[src/rtl/m_axis_ppf_channel_tx_if.sv]
// AXI4-Stream bus carrying serialised polyphase filter channel samples.
//   M_TDATA  : channel sample (signed, passed through unchanged)
//   M_TUSER  : channel index 0..7 of the current beat
//   M_TVALID : beat valid
//   M_TLAST  : asserted on the channel-7 beat only
//   M_TREADY : downstream ready
interface m_axis_ppf_channel_tx_if #(
  parameter int unsigned TDATA_WIDTH = 64
);
  logic [TDATA_WIDTH-1:0] M_TDATA;
  logic [2:0]             M_TUSER;
  logic                   M_TVALID;
  logic                   M_TLAST;
  logic                   M_TREADY;

  modport master (
    output M_TDATA,
    output M_TUSER,
    output M_TVALID,
    output M_TLAST,
    input  M_TREADY
  );

  modport slave (
    input  M_TDATA,
    input  M_TUSER,
    input  M_TVALID,
    input  M_TLAST,
    output M_TREADY
  );
endinterface

[src/rtl/m_axis_ppf_channel_tx.sv]
// Serialises eight parallel filter-bank channel outputs onto one AXI4-Stream.
// Each strobed frame is captured into a two-slot buffer and emitted as eight
// beats, channel 0 first, TLAST on channel 7. Frames arriving while both
// slots are occupied are dropped and flagged on the sticky overflow_o.
//   ACLK, ARESETn        : clock, asynchronous active-low reset
//   channelN_data_i      : channel samples of one filter output frame
//   frame_valid_i        : one-cycle strobe qualifying the channel inputs
//   frame_ready_o        : a buffer slot is free
//   overflow_o           : sticky, a frame was dropped since reset
//   m_axis               : output stream (master modport)
module m_axis_ppf_channel_tx #(
  parameter int unsigned TDATA_WIDTH = 64
) (
  input  logic                   ACLK,
  input  logic                   ARESETn,
  input  logic [TDATA_WIDTH-1:0] channel0_data_i,
  input  logic [TDATA_WIDTH-1:0] channel1_data_i,
  input  logic [TDATA_WIDTH-1:0] channel2_data_i,
  input  logic [TDATA_WIDTH-1:0] channel3_data_i,
  input  logic [TDATA_WIDTH-1:0] channel4_data_i,
  input  logic [TDATA_WIDTH-1:0] channel5_data_i,
  input  logic [TDATA_WIDTH-1:0] channel6_data_i,
  input  logic [TDATA_WIDTH-1:0] channel7_data_i,
  input  logic                   frame_valid_i,
  output logic                   frame_ready_o,
  output logic                   overflow_o,
  m_axis_ppf_channel_tx_if.master m_axis
);

  typedef enum logic {IDLE, SEND} state_t;

  logic [TDATA_WIDTH-1:0] chan_in [8];
  logic [TDATA_WIDTH-1:0] slot_q  [2][8];

  state_t                 state_q, state_d;
  logic [2:0]             ch_idx_q, ch_idx_d, ch_next;
  logic [TDATA_WIDTH-1:0] tdata_q, tdata_d;
  logic [2:0]             tuser_q, tuser_d;
  logic                   tvalid_q, tvalid_d;
  logic                   tlast_q, tlast_d;
  logic [1:0]             count_q, count_d;
  logic                   wr_ptr_q, rd_ptr_q;
  logic                   overflow_q;
  logic                   capture, drop, release_slot, handshake;

  assign chan_in[0] = channel0_data_i;
  assign chan_in[1] = channel1_data_i;
  assign chan_in[2] = channel2_data_i;
  assign chan_in[3] = channel3_data_i;
  assign chan_in[4] = channel4_data_i;
  assign chan_in[5] = channel5_data_i;
  assign chan_in[6] = channel6_data_i;
  assign chan_in[7] = channel7_data_i;

  // Room is judged on the registered count only; a release on the same
  // edge does not make space for an incoming frame.
  assign capture   = frame_valid_i && (count_q != 2'd2);
  assign drop      = frame_valid_i && (count_q == 2'd2);
  assign handshake = tvalid_q && m_axis.M_TREADY;
  assign ch_next   = ch_idx_q + 3'd1;

  // Frame storage carries no reset: contents are only read once count says
  // the slot has been written.
  always_ff @(posedge ACLK) begin
    if (capture) begin
      for (int unsigned i = 0; i < 8; i++) begin
        slot_q[wr_ptr_q][3'(i)] <= chan_in[i];
      end
    end
  end

  always_comb begin
    state_d      = state_q;
    ch_idx_d     = ch_idx_q;
    tdata_d      = tdata_q;
    tuser_d      = tuser_q;
    tvalid_d     = tvalid_q;
    tlast_d      = tlast_q;
    release_slot = 1'b0;
    case (state_q)
      IDLE: begin
        if (count_q != 2'd0) begin
          tdata_d  = slot_q[rd_ptr_q][3'd0];
          tuser_d  = 3'd0;
          tvalid_d = 1'b1;
          tlast_d  = 1'b0;
          ch_idx_d = 3'd0;
          state_d  = SEND;
        end
      end
      SEND: begin
        if (handshake) begin
          if (ch_idx_q != 3'd7) begin
            tdata_d  = slot_q[rd_ptr_q][ch_next];
            tuser_d  = ch_next;
            tlast_d  = (ch_next == 3'd7);
            ch_idx_d = ch_next;
          end else begin
            release_slot = 1'b1;
            tlast_d      = 1'b0;
            ch_idx_d     = 3'd0;
            // A second queued frame follows with no bubble; a frame
            // captured on this same edge waits for the IDLE pass.
            if (count_q == 2'd2) begin
              tdata_d = slot_q[~rd_ptr_q][3'd0];
              tuser_d = 3'd0;
            end else begin
              tvalid_d = 1'b0;
              state_d  = IDLE;
            end
          end
        end
      end
      default: state_d = IDLE;
    endcase
  end

  always_comb begin
    count_d = count_q;
    case ({capture, release_slot})
      2'b10:   count_d = count_q + 2'd1;
      2'b01:   count_d = count_q - 2'd1;
      default: count_d = count_q;
    endcase
  end

  always_ff @(posedge ACLK or negedge ARESETn) begin
    if (!ARESETn) begin
      state_q    <= IDLE;
      ch_idx_q   <= '0;
      tdata_q    <= '0;
      tuser_q    <= '0;
      tvalid_q   <= 1'b0;
      tlast_q    <= 1'b0;
      count_q    <= '0;
      wr_ptr_q   <= 1'b0;
      rd_ptr_q   <= 1'b0;
      overflow_q <= 1'b0;
    end else begin
      state_q  <= state_d;
      ch_idx_q <= ch_idx_d;
      tdata_q  <= tdata_d;
      tuser_q  <= tuser_d;
      tvalid_q <= tvalid_d;
      tlast_q  <= tlast_d;
      count_q  <= count_d;
      if (capture)      wr_ptr_q   <= ~wr_ptr_q;
      if (release_slot) rd_ptr_q   <= ~rd_ptr_q;
      if (drop)         overflow_q <= 1'b1;
    end
  end

  assign frame_ready_o   = (count_q != 2'd2);
  assign overflow_o      = overflow_q;
  assign m_axis.M_TDATA  = tdata_q;
  assign m_axis.M_TUSER  = tuser_q;
  assign m_axis.M_TVALID = tvalid_q;
  assign m_axis.M_TLAST  = tlast_q;

endmodule

[src/flat_wrapper.sv]
// flat-port wrapper written by rule: the top's interface ports become plain ports
module m_axis_ppf_channel_tx_flat 
#(
  parameter int unsigned TDATA_WIDTH = 64
)
  (ACLK, ARESETn, channel0_data_i, channel1_data_i, channel2_data_i, channel3_data_i, channel4_data_i, channel5_data_i, channel6_data_i, channel7_data_i, frame_valid_i, frame_ready_o, overflow_o, m_axis_M_TDATA, m_axis_M_TUSER, m_axis_M_TVALID, m_axis_M_TLAST, m_axis_M_TREADY);
  m_axis_ppf_channel_tx_if #(.TDATA_WIDTH(TDATA_WIDTH)) m_axis_i ();
  input  logic ACLK;
  input  logic ARESETn;
  input  logic [TDATA_WIDTH-1:0] channel0_data_i;
  input  logic [TDATA_WIDTH-1:0] channel1_data_i;
  input  logic [TDATA_WIDTH-1:0] channel2_data_i;
  input  logic [TDATA_WIDTH-1:0] channel3_data_i;
  input  logic [TDATA_WIDTH-1:0] channel4_data_i;
  input  logic [TDATA_WIDTH-1:0] channel5_data_i;
  input  logic [TDATA_WIDTH-1:0] channel6_data_i;
  input  logic [TDATA_WIDTH-1:0] channel7_data_i;
  input  logic frame_valid_i;
  output logic frame_ready_o;
  output logic overflow_o;
  output wire logic [$bits(m_axis_i.M_TDATA)-1:0] m_axis_M_TDATA;
  output wire logic [$bits(m_axis_i.M_TUSER)-1:0] m_axis_M_TUSER;
  output wire logic [$bits(m_axis_i.M_TVALID)-1:0] m_axis_M_TVALID;
  output wire logic [$bits(m_axis_i.M_TLAST)-1:0] m_axis_M_TLAST;
  input wire logic [$bits(m_axis_i.M_TREADY)-1:0] m_axis_M_TREADY;
  assign m_axis_M_TDATA = m_axis_i.M_TDATA;
  assign m_axis_M_TUSER = m_axis_i.M_TUSER;
  assign m_axis_M_TVALID = m_axis_i.M_TVALID;
  assign m_axis_M_TLAST = m_axis_i.M_TLAST;
  assign m_axis_i.M_TREADY = m_axis_M_TREADY;
  m_axis_ppf_channel_tx #(.TDATA_WIDTH(TDATA_WIDTH)) u_core (.ACLK(ACLK), .ARESETn(ARESETn), .channel0_data_i(channel0_data_i), .channel1_data_i(channel1_data_i), .channel2_data_i(channel2_data_i), .channel3_data_i(channel3_data_i), .channel4_data_i(channel4_data_i), .channel5_data_i(channel5_data_i), .channel6_data_i(channel6_data_i), .channel7_data_i(channel7_data_i), .frame_valid_i(frame_valid_i), .frame_ready_o(frame_ready_o), .overflow_o(overflow_o), .m_axis(m_axis_i));
endmodule
[config.mk]
export PLATFORM = sky130hd
export DESIGN_NAME = m_axis_ppf_channel_tx_flat
export DESIGN_NICKNAME = d
export VERILOG_FILES = /design/src/rtl/m_axis_ppf_channel_tx_if.sv /design/src/rtl/m_axis_ppf_channel_tx.sv /design/src/flat_wrapper.sv
export SDC_FILE = /design/constraint.sdc
export NUM_CORES = 1
export LEC_CHECK = 0
export ABC_AREA = 1
export CORE_UTILIZATION = 51
export CTS_BUF_LIST = sky130_fd_sc_hd__clkbuf_4
export DETAILED_ROUTE_END_ITERATION = 8
export PLACE_DENSITY = 0.74
export REMOVE_ABC_BUFFERS = 1
export SLEW_MARGIN = 30
export SYNTH_ARGS = -nofsm -noshare
export SYNTH_HDL_FRONTEND = slang
export SYNTH_SLANG_ARGS = --single-unit
[constraint.sdc]
create_clock -name ACLK -period 52.5 [get_ports ACLK]
set_input_delay 10.5 -clock ACLK [delete_from_list [all_inputs] [get_ports ACLK]]
set_output_delay 10.5 -clock ACLK [all_outputs]
set_load 0.01 [all_outputs]
==> impl_metrics.json <==
{
  "outcome": "finished clean",
  "multi_input_area_sq_um": 12040,
  "synth_warnings": 0,
  "vias_per_cell": 5.218,
  "num-fill-cells": 7394,
  "cts-root-buf": "clkbuf_4",
  "tns_ns": 0,
  "yosys.cell_types.count": 32,
  "cp_slowest_cell": "buf_4",
  "dpl.hpwl_microns": 75790,
  "vias": 35850,
  "dieArea_sq_um": 96170,
  "worst-path-buf-inv": 5,
  "max_freq_mhz": 68.86,
  "portBuffers": 586,
  "drt-wirelength-per-cell_microns": 18.88,
  "placeableCoreArea_sq_um": 93750,
  "ctsHoldBuffers": 0,
  "clk-insertion-delay-late_ns": 1.15,
  "synth_seq_area_share": 0.6754,
  "worstHoldStart": "u_core.m_axis.M_TDATA[16]$_DFFE_PN0P_",
  "grt.overflow.total": 0,
  "critPathArrivalTime_ns": 15.24,
  "drc": 0,
  "critPathLaunchType": "input port",
  "drtIter0Drc": 3217,
  "hold_viol": 0,
  "die_w_microns": 310.1,
  "place_inst": 6325,
  "grt_start_max_net_pins": 215,
  "drv_cap": 0,
  "cts_tree": "built",
  "yosys_register_bits": 1102,
  "io_pins": 587,
  "seqCellArea_sq_um": 32710,
  "min_period_ns": 14.52,
  "gp_congestion": 0.7867,
  "rows": 112,
  "cp_max_fo": 81,
  "totalWireLength_microns": 129700,
  "crit_type": "in2reg",
  "yosys-mux-area-fraction": 0,
  "slew_violations": 0,
  "cts_num_sinks": 1102,
  "dr.pass1.iters": 6,
  "track_usage": 0.2662,
  "synthAdderAreaFrac": 0.001034,
  "synthSimpleGateAreaFrac": 0.2200,
  "worst_pin_slew_ns": 0.9826,
  "cts_buffers": 302,
  "antenna_found_initial": 49,
  "worstSetupStartpoint": "frame_valid_i",
  "peakVddDrop_mv": 0.02211,
  "path_common_cell": "buf_4",
  "synthCells": 4711,
  "maxSlewHeadroom": 0.3449,
  "crit_chain": "clkdlybuf4s50_1, nand2_1, nor2_4, buf_4, buf_6, buf_4, buf_4",
  "post_cts_buffers": 0,
  "power_density_nw_per_um2": 29.57,
  "start_util": 0.5165,
  "clk_pin_slew_ns": 0.06,
  "stdcell_count": 6870,
  "period_share": 0.2766,
  "first_global_vias": 35270,
  "cp_slowest_stage_delay_ns": 0.86,
  "critPathRequiredTime_ns": 53.22,
  "synth-xor-area-share": 0.0005427,
  "layout.nets": 5898,
  "syn_avg_cell_area_sq_um": 10.28,
  "synth-compound-area-share": 0.02615,
  "area_growth_pct": 21.09,
  "critical-path-top-delay-family": "buffers and inverters",
  "r2r-start": "u_core.count_q[1]$_DFFE_PN0P_",
  "clockBufferDepth": 4,
  "die_h_microns": 310.1,
  "finalClockSkew_ns": 0.09963,
  "cp-end-kind": "flop",
  "min_path_type": "reg2reg",
  "setup_viol": 0,
  "p_leak_uw": 0.02426,
  "ant_nets": 0,
  "rsz0062_at_grt": "no",
  "cts_resized": 0,
  "grt_pass1_wl_microns": 193200,
  "syn_area_sq_um": 48420,
  "synth_top_family_by_area": "simple AND/OR/NAND/NOR gates",
  "drive_above_1_share": 0.1083,
  "htree_levels": 5
}
[report_power, final]
group | switching, uW | internal, uW
clock network | 338 | 389
logic | 14.1 | 33.7
registers | 0.00000000000000338 | 959
total | 352 | 1380
[state kept, by name, indices dropped and copies added, names as in the netlist]
| signal | count |
|---|---|
| u_core.m_axis.M_TDATA | 64 |
| u_core.rd_ptr_q | 1 |
| u_core.overflow_o | 1 |
| u_core.m_axis.M_TUSER | 3 |
| u_core.wr_ptr_q | 1 |
| u_core.count_q | 2 |
| u_core.state_q | 1 |
| u_core.m_axis.M_TVALID | 1 |
| u_core.slot_q | 1024 |
| u_core.m_axis.M_TLAST | 1 |
| u_core.ch_idx_q | 3 |
[synth_stat cells]
| cell | number | share of area |
|---|---|---|
| nand2_1 | 1500 | 0.12 |
| edfxtp_1 | 1024 | 0.64 |
| nand3_1 | 724 | 0.075 |
| inv_1 | 606 | 0.047 |
| nor2_1 | 182 | 0.014 |
| buf_2 | 130 | 0.013 |
| dfrtp_1 | 78 | 0.040 |
| or2_2 | 71 | 0.0092 |
| clkbuf_1 | 62 | 0.0048 |
| o21ai_0 | 46 | 0.0048 |
| a21oi_1 | 45 | 0.0047 |
| a31oi_1 | 42 | 0.0054 |
| or2_1 | 37 | 0.0048 |
| buf_1 | 30 | 0.0023 |
| buf_6 | 28 | 0.0065 |
| o211ai_1 | 23 | 0.0036 |
| a21boi_1 | 22 | 0.0034 |
| o31ai_1 | 21 | 0.0033 |
| buf_4 | 15 | 0.0023 |
| ha_1 | 4 | 0.0010 |
| inv_2 | 4 | 0.00031 |
| nor2_2 | 3 | 0.00039 |
| clkbuf_2 | 2 | 0.00021 |
| nor3_1 | 2 | 0.00021 |
| o21ai_1 | 2 | 0.00021 |
| xor2_1 | 2 | 0.00036 |
| a21o_1 | 1 | 0.00016 |
| a32o_1 | 1 | 0.00021 |
| nand3_2 | 1 | 0.00021 |
| o21ai_2 | 1 | 0.00018 |
| o21ai_4 | 1 | 0.00034 |
| xnor2_1 | 1 | 0.00018 |
[placed cells by master, fill, tap and decap left out, types with 3 or more instances in the layout]
cell type,count
clkbuf_4,451
inv_2,11
o21ai_0,46
nand2_1,1500
buf_12,4
edfxtp_1,1024
nand3_1,724
a21oi_1,45
clkinv_2,8
buf_6,5
o31ai_1,21
clkdlybuf4s50_1,585
nor2_1,179
a21boi_1,22
clkinv_1,32
nor2_4,3
diode_2,41
inv_8,3
o211ai_1,23
or2_2,71
nor2_2,3
dfrtp_1,76
or2_1,37
inv_1,604
a31oi_1,42
buf_4,34
[worst paths after layout]
kind	cells past startpoint	slack [ns]	to
min reg2reg	2	0.48	u_core.m_axis.M_TDATA[16]$_DFFE_PN0P_
min in group asynchronous	1	9.33	u_core.m_axis.M_TDATA[10]$_DFFE_PN0P_
max in group asynchronous	2	41.65	u_core.rd_ptr_q$_DFFE_PN0P_
min	2	0.48	u_core.m_axis.M_TDATA[16]$_DFFE_PN0P_
max reg2reg	9	47.10	u_core.slot_q[0][338]$_DFFE_PP_
max	7	37.98	u_core.slot_q[0][338]$_DFFE_PP_
[kinds of logic after synthesis]
family / count (synthesis)
and+or+nand+nor: 2520
DFF: 1102
buffers and inverters: 877
AOI/OAI and AO/OA: 205
adders and majority gates: 4
xor gates and xnor gates: 3
[metal layers]
metal	vias to the layer above	GRT usage	routed length, microns
li1	17060	-	-
met1	16900	0.3237	50320
met2	1564	0.4375	63480
met3	305	0.06866	11030
met4	28	0.1388	4718
met5	-	0	182
[worst reg2reg max path: cells and delay by family, from the launching register on]
family	cells	cell delay, ns
flip-flops	1	0.37
AND/OR/NAND/NOR	3	0.98
buffers and inverters	6	3.58
[final cells by class]
class	count	share of cell area
clock buffer	451	0.05775
multi-input combinational	2732	0.2054
timing repair buffer	630	0.1075
antenna	41	0.001750
inverter	610	0.03954
sequential	1102	0.5579
clock inverter	50	0.003436
tap	1254	0.02676
[through the flow]
| stage | utilization | instance area [sq um] | worst slack, ns | power (uW) | hold slack, ns |
|---|---|---|---|---|---|
| 2_1_floorplan | - | 46990 | 19.31 | 978.0 | 0.4483 |
| 3_5_place_dp | 0.5851 | 54860 | 36.90 | 1025 | 0.4641 |
| 6_report | 0.6254 | 58630 | 37.98 | 1734 | 0.4793 |
| 3_3_place_gp | 0.5850 | 54840 | 36.67 | 1024 | 0.4620 |
| 5_1_grt | 0.6252 | 58610 | 37.85 | 1798 | 0.4941 |
| 4_1_cts | 0.6234 | 58440 | 38.14 | 1751 | 0.4803 |
No activity file was read; power rests on OpenSTA's default activity.
